## src/rtl/calc_pkg.sv

```systemverilog
// Shared constants and types for the calculator ALU sequencer.
// Holds the op codes, the ALU add/sub select values, the FSM states and the operand compare helper.
package calc_pkg;

    localparam int unsigned WIDTH = 8;
    localparam int unsigned CNT_W = 4;

    localparam logic [1:0] OP_ADD = 2'b00;
    localparam logic [1:0] OP_SUB = 2'b01;
    localparam logic [1:0] OP_MUL = 2'b10;
    localparam logic [1:0] OP_DIV = 2'b11;

    localparam logic ALU_ADD = 1'b0;
    localparam logic ALU_SUB = 1'b1;

    typedef enum logic [2:0] {
        StIdle,
        StAddSub,
        StMul,
        StDiv,
        StDone
    } calc_state_e;

    typedef struct packed {
        logic lt;
        logic gt;
        logic eq;
    } cmp_flags_t;

    function automatic cmp_flags_t compare(input logic [WIDTH-1:0] a, input logic [WIDTH-1:0] b);
        return '{lt: (a < b), gt: (a > b), eq: (a == b)};
    endfunction

endpackage

```

## src/rtl/calc_iter_counter.sv

```systemverilog
// Pass counter for the iterative MUL/DIV ops.
// It counts 0..Last and holds there; tc flags the final pass.
module calc_iter_counter
    import calc_pkg::*;
#(
    parameter int unsigned Last = WIDTH - 1
) (
    input  logic clk,
    input  logic rst,
    input  logic load,
    input  logic en,
    output logic tc
);

    logic [CNT_W-1:0] count;

    assign tc = (count == CNT_W'(Last));

    always_ff @(posedge clk or posedge rst) begin
        if (rst) begin
            count <= '0;
        end else if (load) begin
            count <= '0;
        end else if (en && !tc) begin
            count <= count + 1'b1;
        end
    end

endmodule

```

## src/rtl/calc_alu_sequencer.sv

```systemverilog
// Sequencer for the shared 8-bit add/sub ALU: ADD/SUB in one pass, MUL (shift-add) and
// DIV (restoring) in WIDTH passes. ALU port drives are registered, so each op spends one load cycle.
module calc_alu_sequencer
    import calc_pkg::*;
(
    input  logic             clk,
    input  logic             rst,
    input  logic             start,
    input  logic [1:0]       op,
    input  logic [WIDTH-1:0] opa,
    input  logic [WIDTH-1:0] opb,
    output logic [WIDTH-1:0] alu_a,
    output logic [WIDTH-1:0] alu_b,
    output logic             alu_add_sub,
    input  logic [WIDTH-1:0] alu_sum,
    input  logic             alu_c8,
    input  logic             alu_alb,
    input  logic             alu_agb,
    input  logic             alu_aeb,
    output logic             busy,
    output logic             done,
    output logic [WIDTH-1:0] result,
    output logic [WIDTH-1:0] remainder,
    output logic             carry,
    output logic             negative,
    output logic             overflow,
    output logic             div_by_zero,
    output logic             lt,
    output logic             gt,
    output logic             eq
);

    calc_state_e      state;
    logic             primed_q;
    logic             sub_q;
    logic [WIDTH-1:0] opa_q;
    logic [WIDTH-1:0] opb_q;
    cmp_flags_t       cmp_q;
    // MUL: hi/lo product halves. DIV: hi = partial remainder, lo = shifting quotient.
    logic [WIDTH-1:0] acc_hi_q;
    logic [WIDTH-1:0] acc_lo_q;

    logic             cnt_load;
    logic             cnt_en;
    logic             last_pass;

    logic [WIDTH:0]   mul_acc;
    logic [WIDTH-1:0] mul_hi_next;
    logic [WIDTH-1:0] mul_lo_next;
    logic             div_fits;
    logic [WIDTH-1:0] div_r;
    logic [WIDTH-1:0] div_q;

    logic             finish;
    logic [WIDTH-1:0] fin_result;
    logic [WIDTH-1:0] fin_remainder;
    logic             fin_carry;
    logic             fin_negative;
    logic             fin_overflow;
    logic             fin_dbz;

    assign cnt_load = (state == StIdle) && start;
    assign cnt_en   = primed_q && ((state == StMul) || (state == StDiv));

    calc_iter_counter #(
        .Last (WIDTH - 1)
    ) u_iter_counter (
        .clk  (clk),
        .rst  (rst),
        .load (cnt_load),
        .en   (cnt_en),
        .tc   (last_pass)
    );

    always_comb begin
        mul_acc     = acc_lo_q[0] ? {alu_c8, alu_sum} : {1'b0, acc_hi_q};
        mul_hi_next = mul_acc[WIDTH:1];
        mul_lo_next = {mul_acc[0], acc_lo_q[WIDTH-1:1]};
        div_fits    = alu_agb | alu_aeb;
        div_r       = div_fits ? alu_sum : acc_hi_q;
        div_q       = {acc_lo_q[WIDTH-1:1], div_fits};
    end

    always_comb begin
        finish        = 1'b0;
        fin_result    = '0;
        fin_remainder = '0;
        fin_carry     = 1'b0;
        fin_negative  = 1'b0;
        fin_overflow  = 1'b0;
        fin_dbz       = 1'b0;
        case (state)
            StAddSub: begin
                if (primed_q) begin
                    finish       = 1'b1;
                    fin_result   = alu_sum;
                    fin_carry    = alu_c8;
                    fin_negative = sub_q & alu_alb;
                end
            end
            StMul: begin
                if (primed_q && last_pass) begin
                    finish       = 1'b1;
                    fin_result   = mul_lo_next;
                    fin_overflow = |mul_hi_next;
                end
            end
            StDiv: begin
                // Divide-by-zero uses its load cycle to finish; the ALU is never driven.
                if (!primed_q && (opb_q == '0)) begin
                    finish        = 1'b1;
                    fin_result    = '1;
                    fin_remainder = opa_q;
                    fin_dbz       = 1'b1;
                end else if (primed_q && last_pass) begin
                    finish        = 1'b1;
                    fin_result    = div_q;
                    fin_remainder = div_r;
                end
            end
            default: ;
        endcase
    end

    always_ff @(posedge clk or posedge rst) begin
        if (rst) begin
            state       <= StIdle;
            primed_q    <= 1'b0;
            sub_q       <= 1'b0;
            opa_q       <= '0;
            opb_q       <= '0;
            cmp_q       <= '0;
            acc_hi_q    <= '0;
            acc_lo_q    <= '0;
            alu_a       <= '0;
            alu_b       <= '0;
            alu_add_sub <= ALU_ADD;
            busy        <= 1'b0;
            done        <= 1'b0;
            result      <= '0;
            remainder   <= '0;
            carry       <= 1'b0;
            negative    <= 1'b0;
            overflow    <= 1'b0;
            div_by_zero <= 1'b0;
            lt          <= 1'b0;
            gt          <= 1'b0;
            eq          <= 1'b0;
        end else begin
            done <= 1'b0;
            if (finish) begin
                state       <= StDone;
                busy        <= 1'b0;
                done        <= 1'b1;
                result      <= fin_result;
                remainder   <= fin_remainder;
                carry       <= fin_carry;
                negative    <= fin_negative;
                overflow    <= fin_overflow;
                div_by_zero <= fin_dbz;
                lt          <= cmp_q.lt;
                gt          <= cmp_q.gt;
                eq          <= cmp_q.eq;
            end else begin
                case (state)
                    StIdle: begin
                        if (start) begin
                            busy     <= 1'b1;
                            primed_q <= 1'b0;
                            sub_q    <= op[0];
                            opa_q    <= opa;
                            opb_q    <= opb;
                            cmp_q    <= compare(opa, opb);
                            if (op == OP_DIV) begin
                                // Pre-apply the first {R,Q} left shift.
                                acc_hi_q <= {{(WIDTH-1){1'b0}}, opa[WIDTH-1]};
                                acc_lo_q <= {opa[WIDTH-2:0], 1'b0};
                                state    <= StDiv;
                            end else if (op == OP_MUL) begin
                                acc_hi_q <= '0;
                                acc_lo_q <= opb;
                                state    <= StMul;
                            end else begin
                                state <= StAddSub;
                            end
                        end
                    end
                    StAddSub: begin
                        alu_a       <= opa_q;
                        alu_b       <= opb_q;
                        alu_add_sub <= sub_q;
                        primed_q    <= 1'b1;
                    end
                    StMul: begin
                        if (!primed_q) begin
                            alu_a       <= acc_hi_q;
                            alu_b       <= opa_q;
                            alu_add_sub <= ALU_ADD;
                            primed_q    <= 1'b1;
                        end else begin
                            acc_hi_q <= mul_hi_next;
                            acc_lo_q <= mul_lo_next;
                            alu_a    <= mul_hi_next;
                        end
                    end
                    StDiv: begin
                        if (!primed_q) begin
                            alu_a       <= acc_hi_q;
                            alu_b       <= opb_q;
                            alu_add_sub <= ALU_SUB;
                            primed_q    <= 1'b1;
                        end else begin
                            // Remainder stays below 128 here, so the shift cannot lose a bit.
                            acc_hi_q <= {div_r[WIDTH-2:0], div_q[WIDTH-1]};
                            acc_lo_q <= {div_q[WIDTH-2:0], 1'b0};
                            alu_a    <= {div_r[WIDTH-2:0], div_q[WIDTH-1]};
                        end
                    end
                    StDone: state <= StIdle;
                    default: state <= StIdle;
                endcase
            end
        end
    end

endmodule

```

## config.mk

```make
export PLATFORM = sky130hd
export DESIGN_NAME = calc_alu_sequencer
export DESIGN_NICKNAME = d
export VERILOG_FILES = /design/src/rtl/calc_pkg.sv /design/src/rtl/calc_iter_counter.sv /design/src/rtl/calc_alu_sequencer.sv
export SDC_FILE = /design/constraint.sdc
export NUM_CORES = 1
export LEC_CHECK = 0
export ABC_AREA = 1
export BUFFER_PORTS_ARGS = -buffer_cell sky130_fd_sc_hd__buf_2
export CORE_MARGIN = 5
export CORE_UTILIZATION = 60
export DETAILED_ROUTE_END_ITERATION = 6
export PLACE_DENSITY = 0.84
export RECOVER_POWER = 100
export SLEW_MARGIN = 20
export SYNTH_ARGS = -nofsm -noshare
export SYNTH_HDL_FRONTEND = slang
export SYNTH_SLANG_ARGS = --single-unit
```

## constraint.sdc

```tcl
create_clock -name clk -period 5.4 [get_ports clk]
set_clock_uncertainty 0.15 [all_clocks]
set_input_delay 0.54 -clock clk [delete_from_list [all_inputs] [get_ports clk]]
set_output_delay 0.54 -clock clk [all_outputs]
set_load 0.005 [all_outputs]
```

Yosys cells after proc, flatten, opt, wreduce, memory -nomap -nowiden --
Index checks and enable logic that the tools add are counted.
Word-level totals: register bits 86, bits in latches 0, RAM bits 0, bits in read-only memories 0, input bits 33, output and inout bits 42, logic and storage cells 126, memories 0
Cells by class: add/subtract/negate cells 1, $mul 0, divide/modulo/power cells 0, order comparisons 2, equal/unequal tests 15, shift operators 0, multiplexer cells 54, bitwise operators 3, reduce and logical (&&, ||, !) cells 26
Operator list (count):
- $mux 8 | 20
- $pmux 8 s3 | 5
- $mux 1 | 18
- $ne 2x2->1 const B | 5
- $mux 9 | 1
- $eq 8x8->1 | 1
- $gt 8x8->1 | 1
- $logic_not 8->1 | 1
- $lt 8x8->1 | 1
- $mux 4 | 2
- $reduce_and 4->1 | 2
- $reduce_bool 2->1 | 4
- $reduce_or 8->1 | 1
- $eq 3x2->1 const B | 2
- $mux 3 | 2
- $pmux 1 s3 | 2
- $pmux 3 s2 | 1
- $reduce_and 2->1 | 3
- $reduce_and 3->1 | 2
- $reduce_and 6->1 | 1
- $reduce_bool 3->1 | 2
- $logic_and 1x1->1 | 5
- $add 4x1->4 const B | 1
- $eq 2x2->1 const B | 2
- other kinds (14) | 16

Depth between registers and ports, before layout --
Gate-level depths: netlist of run 1.
depth in word-level cells 7, depth in mapped cells 10, gate-level depth less buffers 9

By module --
From an unflattened synthesis of run 1, not the netlist that was laid out.
Unflattened totals: cell total of the unflattened synthesis 657, area, all modules 4869.7 um^2
Modules (own cells, without submodules):
- calc_alu_sequencer | times used 1, cells an instance 626, area an instance 4621.9 um^2, seq. area each 2052.0 um^2
- calc_iter_counter | times used 1, cells an instance 31, area an instance 247.7 um^2, seq. area each 100.1 um^2

Worst setup path before layout of run 1 --
No wires, ideal clock.
path kind register -> register, start register u_iter_counter.count[0], end register alu_add_sub, library setup time 0.065 ns, arrival time 1.495 ns, data required time 5.185 ns, path slack 3.690 ns, stages on the path, launching flop included 9, path buffers 0, clock period less this slack 1.710 ns, path through dfrtp_1 ha_1 nand3_1 nor2_2 nor2_8 nand3_4 nor2_8 nand2_1 nand2_1
Between the ends: longest elaborated chain between the ends 7
Ends and longest elaborated chain:
- from (decl) | RTL line calc_iter_counter.sv:15 | logic [CNT_W-1:0] count;
- from (signal assigned) | RTL line calc_iter_counter.sv:25 | count <= count + 1'b1;
- $eq 4x3->1 (*) | RTL line calc_iter_counter.sv:17 | assign tc = (count == CNT_W'(Last));
- $logic_and 1x1->1 (*) | RTL line calc_alu_sequencer.sv:102, calc_alu_sequencer.sv:115
- $mux 1 (*) | RTL line calc_alu_sequencer.sv:102, calc_alu_sequencer.sv:115
- $mux 1 | RTL line calc_alu_sequencer.sv:110 | if (!primed_q && (opb_q == '0)) begin
- $pmux 1 s3 (*) | RTL line calc_alu_sequencer.sv:92 | case (state)
- $not 1->1 (no line) (*)
- $reduce_and 4->1 (no line) (*)
- to (signal assigned) | RTL line calc_alu_sequencer.sv:191 | alu_add_sub <= sub_q;
- to (decl) | RTL line calc_alu_sequencer.sv:14 | output logic alu_add_sub,
Mark *: on every way between the ends. The rest lies on a longest branch, timed or not. A chain may end at the register's enable or synchronous reset.

Worst setup path after layout of run 1 --
start register primed_q, end register alu_a[5]
Between the ends: longest elaborated chain between the ends 6, elaborated cells on any way between the ends 12, those cells by class mux: 7; bitwise: 1; reduce/logical: 4
Ends and longest elaborated chain:
- from (decl) | RTL line calc_alu_sequencer.sv:34 | logic primed_q;
- from (signal assigned) | RTL line calc_alu_sequencer.sv:128 | primed_q <= 1'b0;
- from (signal assigned) | RTL line calc_alu_sequencer.sv:169 | primed_q <= 1'b0;
- from (signal assigned) | RTL line calc_alu_sequencer.sv:192 | primed_q <= 1'b1;
- $logic_and 1x1->1 or $logic_not 1->1 (tied branches)
- $mux 1 or $logic_and 1x1->1 (tied branches) | RTL line calc_alu_sequencer.sv:102, calc_alu_sequencer.sv:115, calc_alu_sequencer.sv:110
- $mux 1 | RTL line calc_alu_sequencer.sv:110
- $pmux 1 s3 | RTL line calc_alu_sequencer.sv:92
- $not 1->1 (no line)
- $reduce_and 2->1 (no line)
- to (signal assigned) | RTL line calc_alu_sequencer.sv:189 | alu_a <= opa_q;
- to (signal assigned) | RTL line calc_alu_sequencer.sv:196 | alu_a <= acc_hi_q;
- to (signal assigned) | RTL line calc_alu_sequencer.sv:203 | alu_a <= mul_hi_next;
- to (decl) | RTL line calc_alu_sequencer.sv:12 | output logic [WIDTH-1:0] alu_a,
Parallel ways exist; a longest one is shown, timed or not.

==> flow_summary.toml, run 1 <==
[sta]
finalHoldViolations = 0
slew-limit-headroom_pct = 47.0
layout_min_cycle_time_ns = 3.15
rsz0062_at_grt = "false"
min_period_over_period_pct = 58.4
tightest_slew_ns = 0.792
slew_violations = 0
max_freq_mhz = 317
setup_tns_ns = 0
finalSetupViolCount = 0

[synthesis]
syn_inst = 645
synthesis.area_mm2 = 0.00476
synth_cell_types = 35
ys_ff_latch = 86
synth.avg_cell_area_um2 = 7.38
ys_seq_area_share_pct = 45.2
ys.warnings.count = 0
syn_nets = 687

[setup_path]
cp_max_fo = 20
worstSetupPathType = "reg2reg"
start_kind = "register"
cp_slowest_cell = "dfrtp_1"
crit_arrival_ns = 3.24
required_ns = 5.49
endpoint_kind = "register"
r2r_setup_slack_ns = 2.25
path_cells = "nand2_2, nor2_1, nor2_1, nand3_1, clkinvlp_2, nand2_1, nand2_1"
max_stage_delay_ns = 0.78

[clock_tree]
clk_path_buf_depth = 2
htree_levels = 3
cts.sinks = 86
root_buffer = "clkbuf_8"
cts_tree = "done"
holdBufCountCts = 0
ctsResizeCount = 0
path_clk_slew_ns = 0.09
clkLatencyLatePin_ns = 0.36
cts_made_buffers = 9
post-cts-setup-buffers = 0

[layout]
final_cell_mix = "297 x nand2_1, 86 x dfrtp_1, 52 x buf_2, 50 x nand3_1, 50 x o21ai_0"
final_common_cell = "nand2_1"
antenna_cells = 0
fin_area_mm2 = 0.00530
num-nets-final = 756
syn2layout_area_growth_pct = 11.4
drive_gt1_share_pct = 12.7

[drt]
vias = 4647
first_iter_violations = 392
final_antenna_net_count = 0
dr.pass1.iters = 5
finalWirelength_um = 13300
viasPerCell = 5.66
drc = 0
drt-wirelength-per-cell_um = 16.2

[pwr]
power.density_mw_per_mm2 = 559
ir_drop_mv = 0.284
p_leak_nw = 2.91

[placement]
place_area_mm2 = 0.00517
portBuffers = 74
place_congestion = 0.940
hpwlAfterDp_um = 9810

[floorplanning]
rows = 32
die_x_um = 99.1
die_y_um = 99.1
io_pins = 75
start_util_pct = 61.6
dieArea_mm2 = 0.00981
coreArea_mm2 = 0.00773

[outcome]
run_status = "finished, final reports clean"

[run]
maxCapViolCount = 0

[global_routing]
grt_max_degree = 87
antenna_found_initial = 0
grt_pass1_vias = 4486
grt_pass1_wl_um = 22100
overflow = 0
grt_util_all_layers_pct = 28.3

[worst_hold_path]
min_path_type = "in2async"
[flip-flops by register name (all words and copies together), names as in the netlist, 8 cells and up]
signal	count
acc_hi_q	8
acc_lo_q	8
alu_a	8
alu_b	8
opa_q	8
opb_q	8
remainder	8
result	8
[cell type report]
cell class	instances	area, um2
Fill cell	684	2430
Multi-Input combinational cell	490	2260
Sequential cell	86	2150
Timing Repair Buffer	75	354
Inverter	52	198
Clock buffer	10	138
Tap cell	102	128
Clock inverter	6	68.8
[logic make-up (layout without fill, tap and decap cells)]
| family | after synthesis | count (layout) | share of synthesized area, % |
|---|---|---|---|
| flip-flops | 86 | 86 | 45.2 |
| AO/OA/AOI/OAI | 83 | 83 | 9.57 |
| adder cells (fa/ha/maj) | 9 | 9 | 2.37 |
| AND/OR/NAND/NOR | 398 | 398 | 36.8 |
| buffers and inverters | 69 | 143 | 6.05 |
[worst paths after layout]
kind | from | endpoint | cells past startpoint
hold reg to reg | gt | gt | 2
hold / removal | rst | cmp_q[2] | 3
setup reg to reg | primed_q | alu_a[5] | 7
min in group clk | alu_c8 | carry | 3
setup / recovery | primed_q | alu_a[5] | 7
max in group asynchronous | rst | acc_hi_q[1] | 3
[critical path, delay by kind of cell, from the launching register on]
kind	cells	cell delay (ns)
buf+inv	1	0.45
simple gates	6	1.66
flops	1	0.78
[per-layer routing]
metal  track usage (%)  wire, um
met5                 0         0
met4              10.8       408
met3              6.79      1220
met2              44.1      6130
met1              38.3      5540
[where the power goes]
part	switching [W]	internal [W]
registers	0.000253	0.000913
logic	0.000883	0.000438
clock network	0.000246	0.000230
[through the flow]
stage	instances	utilization, %	worst slack (ns)	hold WS, ns	total power [W]
6_report	821	68.6	2.25	0.234	0.00296
5_1_grt	821	68.6	1.94	0.278	0.00321
4_1_cts	821	69.6	2.83	0.259	0.00301
3_5_place_dp	805	67.0	2.88	0.303	0.00253
3_3_place_gp	805	67.0	2.94	0.299	0.00249
2_1_floorplan	645	-	2.49	0.299	0.00211
[synth_stat cells]
cell type  instances  area share (%)
a21oi_1           17             1.8
a22oi_1            7             1.1
buf_1              2            0.16
buf_2              6            0.63
buf_4              1            0.16
buf_6              2            0.47
clkbuf_1           6            0.47
clkinv_1           3            0.24
dfrtp_1           86              45
ha_1               9             2.4
inv_1             44             3.5
inv_2              4            0.32
inv_4              1            0.13
nand2_1          294              23
nand2_2            5            0.66
nand2_4            2            0.47
nand3_1           48             5.0
nand3_2            1            0.21
nand3_4            3             1.1
nand3b_1           1            0.16
nand4_1            2            0.26
nand4_2            2            0.53
nor2_1            23             1.8
nor2_2             2            0.26
nor2_4             2            0.47
nor2_8             3             1.3
nor3_1             3            0.32
nor3_2             1            0.21
nor3b_1            1            0.16
o211ai_1           6            0.95
o21a_1             2            0.32
o21ai_0           49             5.2
o21ai_1            1            0.11
o31ai_1            1            0.16
or2_2              5            0.66
No activity file was read; power rests on OpenSTA's default activity.
==> inputs of run 2 (changes only) <==
--- a/config.mk
+++ b/config.mk
@@ -5,12 +5,12 @@
 export SDC_FILE = /design/constraint.sdc
 export NUM_CORES = 1
 export LEC_CHECK = 0
-export ABC_AREA = 1
+export ABC_AREA = 0
 export BUFFER_PORTS_ARGS = -buffer_cell sky130_fd_sc_hd__buf_2
 export CORE_MARGIN = 5
-export CORE_UTILIZATION = 60
+export CORE_UTILIZATION = 51
 export DETAILED_ROUTE_END_ITERATION = 6
-export PLACE_DENSITY = 0.84
+export PLACE_DENSITY = 0.76
 export RECOVER_POWER = 100
 export SLEW_MARGIN = 20
 export SYNTH_ARGS = -nofsm -noshare
==> constraint.sdc (replaced) <==
create_clock -name clk -period 2.55 [get_ports clk]
set_clock_uncertainty 0.15 [all_clocks]
set_input_delay 0.255 -clock clk [delete_from_list [all_inputs] [get_ports clk]]
set_output_delay 0.255 -clock clk [all_outputs]
set_load 0.005 [all_outputs]
==> run 2 against run 1 <==
Compared with the run above:
- synthesized cell count decreased by 30%
- maximum frequency increased by 36%
- register-to-register slack got worse by 2.0 ns
- count of clock-buffer cells in the layout unchanged
- non-clock buffer count increased by 22
- highest routed layer unchanged
==> flow_summary.toml, run 2 <==
[outcome]
run_status = "finished, final reports clean"

[worst_hold_path]
hold_path_end = "negative"
min_path_type = "in2reg"
hp-start = "alu_alb"
hold_depth = 2

[clock_tree]
htree_levels = 3
cts_made_buffers = 9
clk_path_buf_depth = 2
cts_tree = "done"
clkLatencyLatePin_ns = 0.36
cts.sinks = 86
root_buffer = "clkbuf_8"
path_clk_slew_ns = 0.09

[setup_path]
max_stage_delay_ns = 0.55
cp_slowest_cell = "dfrtp_1"
r2r_setup_slack_ns = 0.23
cp_max_fo = 30
path_buf_inv = 1
r2r-end = "acc_hi_q[0]"
path_cells = "nor2b_1, buf_4, nand4_1, nand4_2, mux2_2"
crit_arrival_ns = 2.42
r2r_cells = 5
startpoint = "state[1]"
required_ns = 2.65
critical_path.top_delay_family = "simple AND/OR/NAND/NOR gates"
endpoint_kind = "register"
r2r_start = "state[1]"
worstSetupPathType = "reg2reg"
start_kind = "register"

[global_routing]
grt_pass1_wl_um = 20600
grt_max_degree = 87
met2_usage_pct = 36.9
overflow = 0
grtUsageMet3_pct = 4.69
antenna_found_initial = 0
grt_pass1_vias = 3917
grt_use_met1_pct = 31.2
top_usage_layer = "met2"
grt_util_all_layers_pct = 23.3

[synthesis]
synth_top_cells_by_count = "86 x dfrtp_1, 62 x nand2_1, 28 x o21ai_0, 22 x nor2_1, 21 x mux2_2"
synth.most_common_cell = "dfrtp_1"
yosysTopAreaCellShare_pct = 46.6
ys_ff_latch = 86
synthArstFlopShare_pct = 100
synth_area_leaders = "dfrtp_1 47%, mux2_2 5.1%, nand2_1 5.0%, mux2i_1 3.9%, o21ai_0 3.0%"
yosys.area.top_type = "dfrtp_1"
syn_inst = 454
syn_nets = 496
ys_seq_area_share_pct = 46.6
synthFlopType = "dfrtp_1"
synth.avg_cell_area_um2 = 10.2
ys.warnings.count = 0
synthesis.area_mm2 = 0.00462
synth_cell_types = 56
synth_edf_count = 0

[drt]
finalWirelength_um = 12800
final_antenna_net_count = 0
vias = 4022
dr.pass1.iters = 5
viasPerCell = 6.21
drt-wirelength-per-cell_um = 19.7
drc = 0
first_iter_violations = 322

[sta]
slew_violations = 0
layout_min_cycle_time_ns = 2.32
min_period_over_period_pct = 91.0
setup_tns_ns = 0
finalHoldViolations = 0
finalSetupViolCount = 0
slew-limit-headroom_pct = 21.9
max_freq_mhz = 431
rsz0062_at_grt = "false"
tightest_slew_ns = 1.17

[layout]
num-nets-final = 577
final_common_cell = "dfrtp_1"
antenna_cells = 0
fin_util_pct = 61.0
finalNonFillerCells = 648
final_cell_mix = "86 x dfrtp_1, 62 x nand2_1, 49 x buf_2, 28 x o21ai_0, 28 x clkbuf_1"
syn2layout_area_growth_pct = 15.6
drive_gt1_share_pct = 21.1

[floorplanning]
io_pins = 75
start_util_pct = 52.7
rows = 34
die_x_um = 105
coreArea_mm2 = 0.00876
die_y_um = 105
dieArea_mm2 = 0.0111

[placement]
dp_cells = 628
hpwlAfterDp_um = 9530
portBuffers = 74
place_congestion = 0.878

[pwr]
ir_drop_mv = 0.463
p_leak_nw = 2.54
power.density_mw_per_mm2 = 1190

[run]
maxCapViolCount = 0
run 2: cell types whose count changed after synthesis, moves of 11 or more:
cell and delta:
nand2_1 -232, nand3_1 -38, inv_1 -30, mux2_2 +21, o21ai_0 -21, mux2i_1 +18, a22o_1 +13, a221o_1 +11
clkbuf_1 +11, nor4_1 +11
run 2: worst register-to-register path, delay by kind of cell (launching register included):
kind,cells,cell delay (ns)
flip-flops,1,0.55
AND/OR/NAND/NOR,3,0.81
multiplexers,1,0.37
buffers and inverters,1,0.34
run 2: what timing repair did:
item                                    in CTS  in global routing
setup buffers                                0                  0
resized for setup                            0                  0
endpoints found under the setup margin       0                  0
hold endpoints to repair                    89                  0
hold buffers                                 4                  0
run 2: routing by layer:
metal  share of wire (%)  up-vias  wire (um)
li1                    -     1834          -
met5                   0        -          0
met4                 2.9        0        374
met2                  47      184       6020
met1                  42     1970       5420
met3                 7.5       34        963
run 2: power breakdown:
part           leakage [nW]  internal (W)  switching [W]  total (W)
combinational          1.33       0.00129        0.00151    0.00281
sequential             1.09       0.00191       0.000525    0.00244
clock                 0.113      0.000585       0.000520    0.00110
run 2: final cells by class:
class / instances / area (um2)
fill: 736 / 3420
multi-input combinational: 325 / 2260
sequential: 86 / 2150
timing repair buffer: 97 / 502
clock buffer: 10 / 138
tap: 108 / 135
clock inverter: 6 / 93.8
inverter: 16 / 63.8
run 2: through the flow:
step | hold WS [ns] | cell area, um2 | setup WS [ns] | power [W]
finish | 0.0164 | 5350 | 0.230 | 0.00635
global placement | 0.263 | 5170 | 0.353 | 0.00526
floorplan | 0.210 | 4630 | 0.492 | 0.00440
detailed placement | 0.269 | 5170 | 0.270 | 0.00537
CTS | 0.00901 | 5450 | 0.245 | 0.00649
global route | 0.0219 | 5350 | 0.110 | 0.00677
run 2: how the worst max path moves through the flow:
stage / endpoint / cells past startpoint
after floorplan: alu_b[0] / 5
after global placement: acc_hi_q[0] / 5
after detailed placement: alu_a[0] / 4
after CTS: alu_a[0] / 4
after global routing: acc_hi_q[7] / 5
final: acc_hi_q[0] / 5
run 2: logic make-up (layout without fill, tap and decap cells):
logic type | Yosys count | in the layout | share of synthesized area (%)
compound gates | 110 | 110 | 16.9
xor+xnor | 2 | 2 | 0.379
fa+ha+maj | 9 | 9 | 2.44
buf+inv | 43 | 129 | 3.79
flops | 86 | 86 | 46.6
mux | 49 | 49 | 12.1
simple gates | 155 | 155 | 17.8
==> inputs of run 3 (changes only) <==
--- a/config.mk
+++ b/config.mk
@@ -7,11 +7,13 @@
 export LEC_CHECK = 0
 export ABC_AREA = 0
 export BUFFER_PORTS_ARGS = -buffer_cell sky130_fd_sc_hd__buf_2
+export CORE_ASPECT_RATIO = 0.9
 export CORE_MARGIN = 5
 export CORE_UTILIZATION = 51
 export DETAILED_ROUTE_END_ITERATION = 6
 export PLACE_DENSITY = 0.76
 export RECOVER_POWER = 100
+export SETUP_SLACK_MARGIN = 0.4
 export SLEW_MARGIN = 20
 export SYNTH_ARGS = -nofsm -noshare
 export SYNTH_HDL_FRONTEND = slang
==> run 3 against run 2 <==
Compared with the run above:
- sequential power about the same
- critical path depth is 2 higher
- critical path type unchanged
- count of clock-buffer cells in the layout decreased by 1
- worst setup slack improved by 0.090 ns
- hold slack worse by 0.0034 ns
==> flow_summary.toml, run 3 (synthesis gave the netlist of run 2 again) <==
[outcome]
run_status = "finished, final reports clean"

[placement]
hpwlAfterDp_um = 9520
place_area_mm2 = 0.00520
portBuffers = 74
place_congestion = 0.940

[worst_hold_path]
hold_depth = 3
min_path_type = "in2reg"
hp-start = "opa[7]"
hold_path_end = "opa_q[7]"

[global_routing]
antenna_found_initial = 0
top_usage_layer = "met2"
grt_max_degree = 32
grt_use_met1_pct = 32.8
grt_util_all_layers_pct = 23.6
grt_pass1_wl_um = 20200
grtUsageMet3_pct = 4.76
overflow = 0
grt_pass1_vias = 3924
met2_usage_pct = 37.5

[sta]
min_period_over_period_pct = 87.4
tightest_slew_ns = 1.37
finalSetupViolCount = 0
slew-limit-headroom_pct = 8.17
finalHoldViolations = 0
slew_violations = 0
setup_tns_ns = 0
max_freq_mhz = 449
rsz0062_at_grt = "false"
layout_min_cycle_time_ns = 2.23
holdWs_ns = 0.0131

[clock_tree]
clkLatencyLatePin_ns = 0.36
htree_levels = 3
path_clk_slew_ns = 0.09
cts_tree = "done"
root_buffer = "clkbuf_8"
cts_made_buffers = 9
cts.sinks = 86
clk_path_buf_depth = 2

[drt]
drc = 0
finalWirelength_um = 12600
vias = 3972
final_antenna_net_count = 0
first_iter_violations = 347
dr.pass1.iters = 4
drt-wirelength-per-cell_um = 19.0
viasPerCell = 6.00

[floorplanning]
start_util_pct = 51.3
die_y_um = 100
rows = 33
coreArea_mm2 = 0.00900
dieArea_mm2 = 0.0111
die_x_um = 110
io_pins = 75

[layout]
num-nets-final = 577
nFillCells = 784
drive_gt1_share_pct = 25.4
syn2layout_area_growth_pct = 16.7
final_cell_mix = "84 x dfrtp_1, 61 x nand2_1, 60 x buf_2, 28 x o21ai_0, 23 x nor2_1"
antenna_cells = 0
seq_area_mm2 = 0.00215
multi_input_area_mm2 = 0.00229
fin_area_mm2 = 0.00539
final_common_cell = "dfrtp_1"
fin_util_pct = 59.9

[pwr]
power.density_mw_per_mm2 = 1170
p_leak_nw = 2.56
ir_drop_mv = 0.530
power_w = 0.00631

[setup_path]
worstSetupPathType = "reg2reg"
required_ns = 2.69
r2r_cells = 7
start_kind = "register"
r2r_start = "u_iter_counter.count[1]"
path_cells = "ha_1, nand3b_1, nor3_2, buf_4, nor3_1, clkbuf_1, a221o_1"
cp_max_fo = 10
endpoint_kind = "register"
crit_arrival_ns = 2.37
r2r-end = "remainder[3]"
cp_slowest_cell = "clkbuf_1"
max_stage_delay_ns = 0.48
r2r_setup_slack_ns = 0.32

[run]
maxCapViolCount = 0
[run 3: cell types whose count changed in the layout (fill, tap and decap cells not counted), sizes merged]
cell / before / now
dlygate4sd3: 4 / 2
bufinv: 2 / 1
clkinvlp: 2 / 4
clkbuf: 41 / 27
buf: 62 / 77
[run 3: worst max-delay path: cells and delay by family, from the launching register on]
| kind | cells | cell delay (ns) |
|---|---|---|
| AO/OA/AOI/OAI | 1 | 0.25 |
| AND/OR/NAND/NOR | 3 | 0.46 |
| buffers and inverters | 2 | 0.64 |
| flip-flops | 1 | 0.43 |
| adder cells (fa/ha/maj) | 1 | 0.24 |
[run 3: how the worst max path moves through the flow]
stage	startpoint	endpoint	slack [ns]	depth (start not counted)
2_1_floorplan	state[2]	alu_b[0]	0.49	5
5_1_grt	u_iter_counter.count[1]	remainder[1]	0.21	7
6_report	u_iter_counter.count[1]	remainder[3]	0.32	7
3_5_place_dp	state[2]	result[7]	0.35	5
4_1_cts	u_iter_counter.count[0]	acc_hi_q[7]	0.38	5
3_3_place_gp	state[1]	acc_hi_q[0]	0.41	5
[run 3: metrics by stage]
stage / std cells / worst slack [ns]
5_1_grt: 662 / 0.209
6_report: 662 / 0.320
4_1_cts: 661 / 0.383
2_1_floorplan: 454 / 0.492
3_5_place_dp: 643 / 0.350
3_3_place_gp: 643 / 0.407
[run 3: layer usage]
metal / wire, um / share of wire (%)
met5: 0 / 0
met4: 297 / 2.4
met3: 925 / 7.3
met2: 5850 / 46
met1: 5520 / 44
[run 3: cell type report]
type / instances / share of cell area (%)
Clock buffer: 9 / 2.30
Clock inverter: 7 / 1.39
Inverter: 16 / 1.14
Multi-Input combinational cell: 325 / 42.6
Sequential cell: 86 / 40.0
Tap cell: 122 / 2.83
Timing Repair Buffer: 97 / 9.84
[run 3: timing repair]
action,4_1_cts,5_1_grt
setup buffers,0,1
hold buffers,2,0
hold endpoints to repair,30,0
setup endpoints to repair,13,17
resized for setup,6,5
gates cloned,0,0
[run 3: where the power goes]
| part | internal (W) | switching, W |
|---|---|---|
| registers | 0.00192 | 0.000528 |
| clock network | 0.000454 | 0.000500 |
| logic | 0.00137 | 0.00154 |
| total | 0.00374 | 0.00257 |
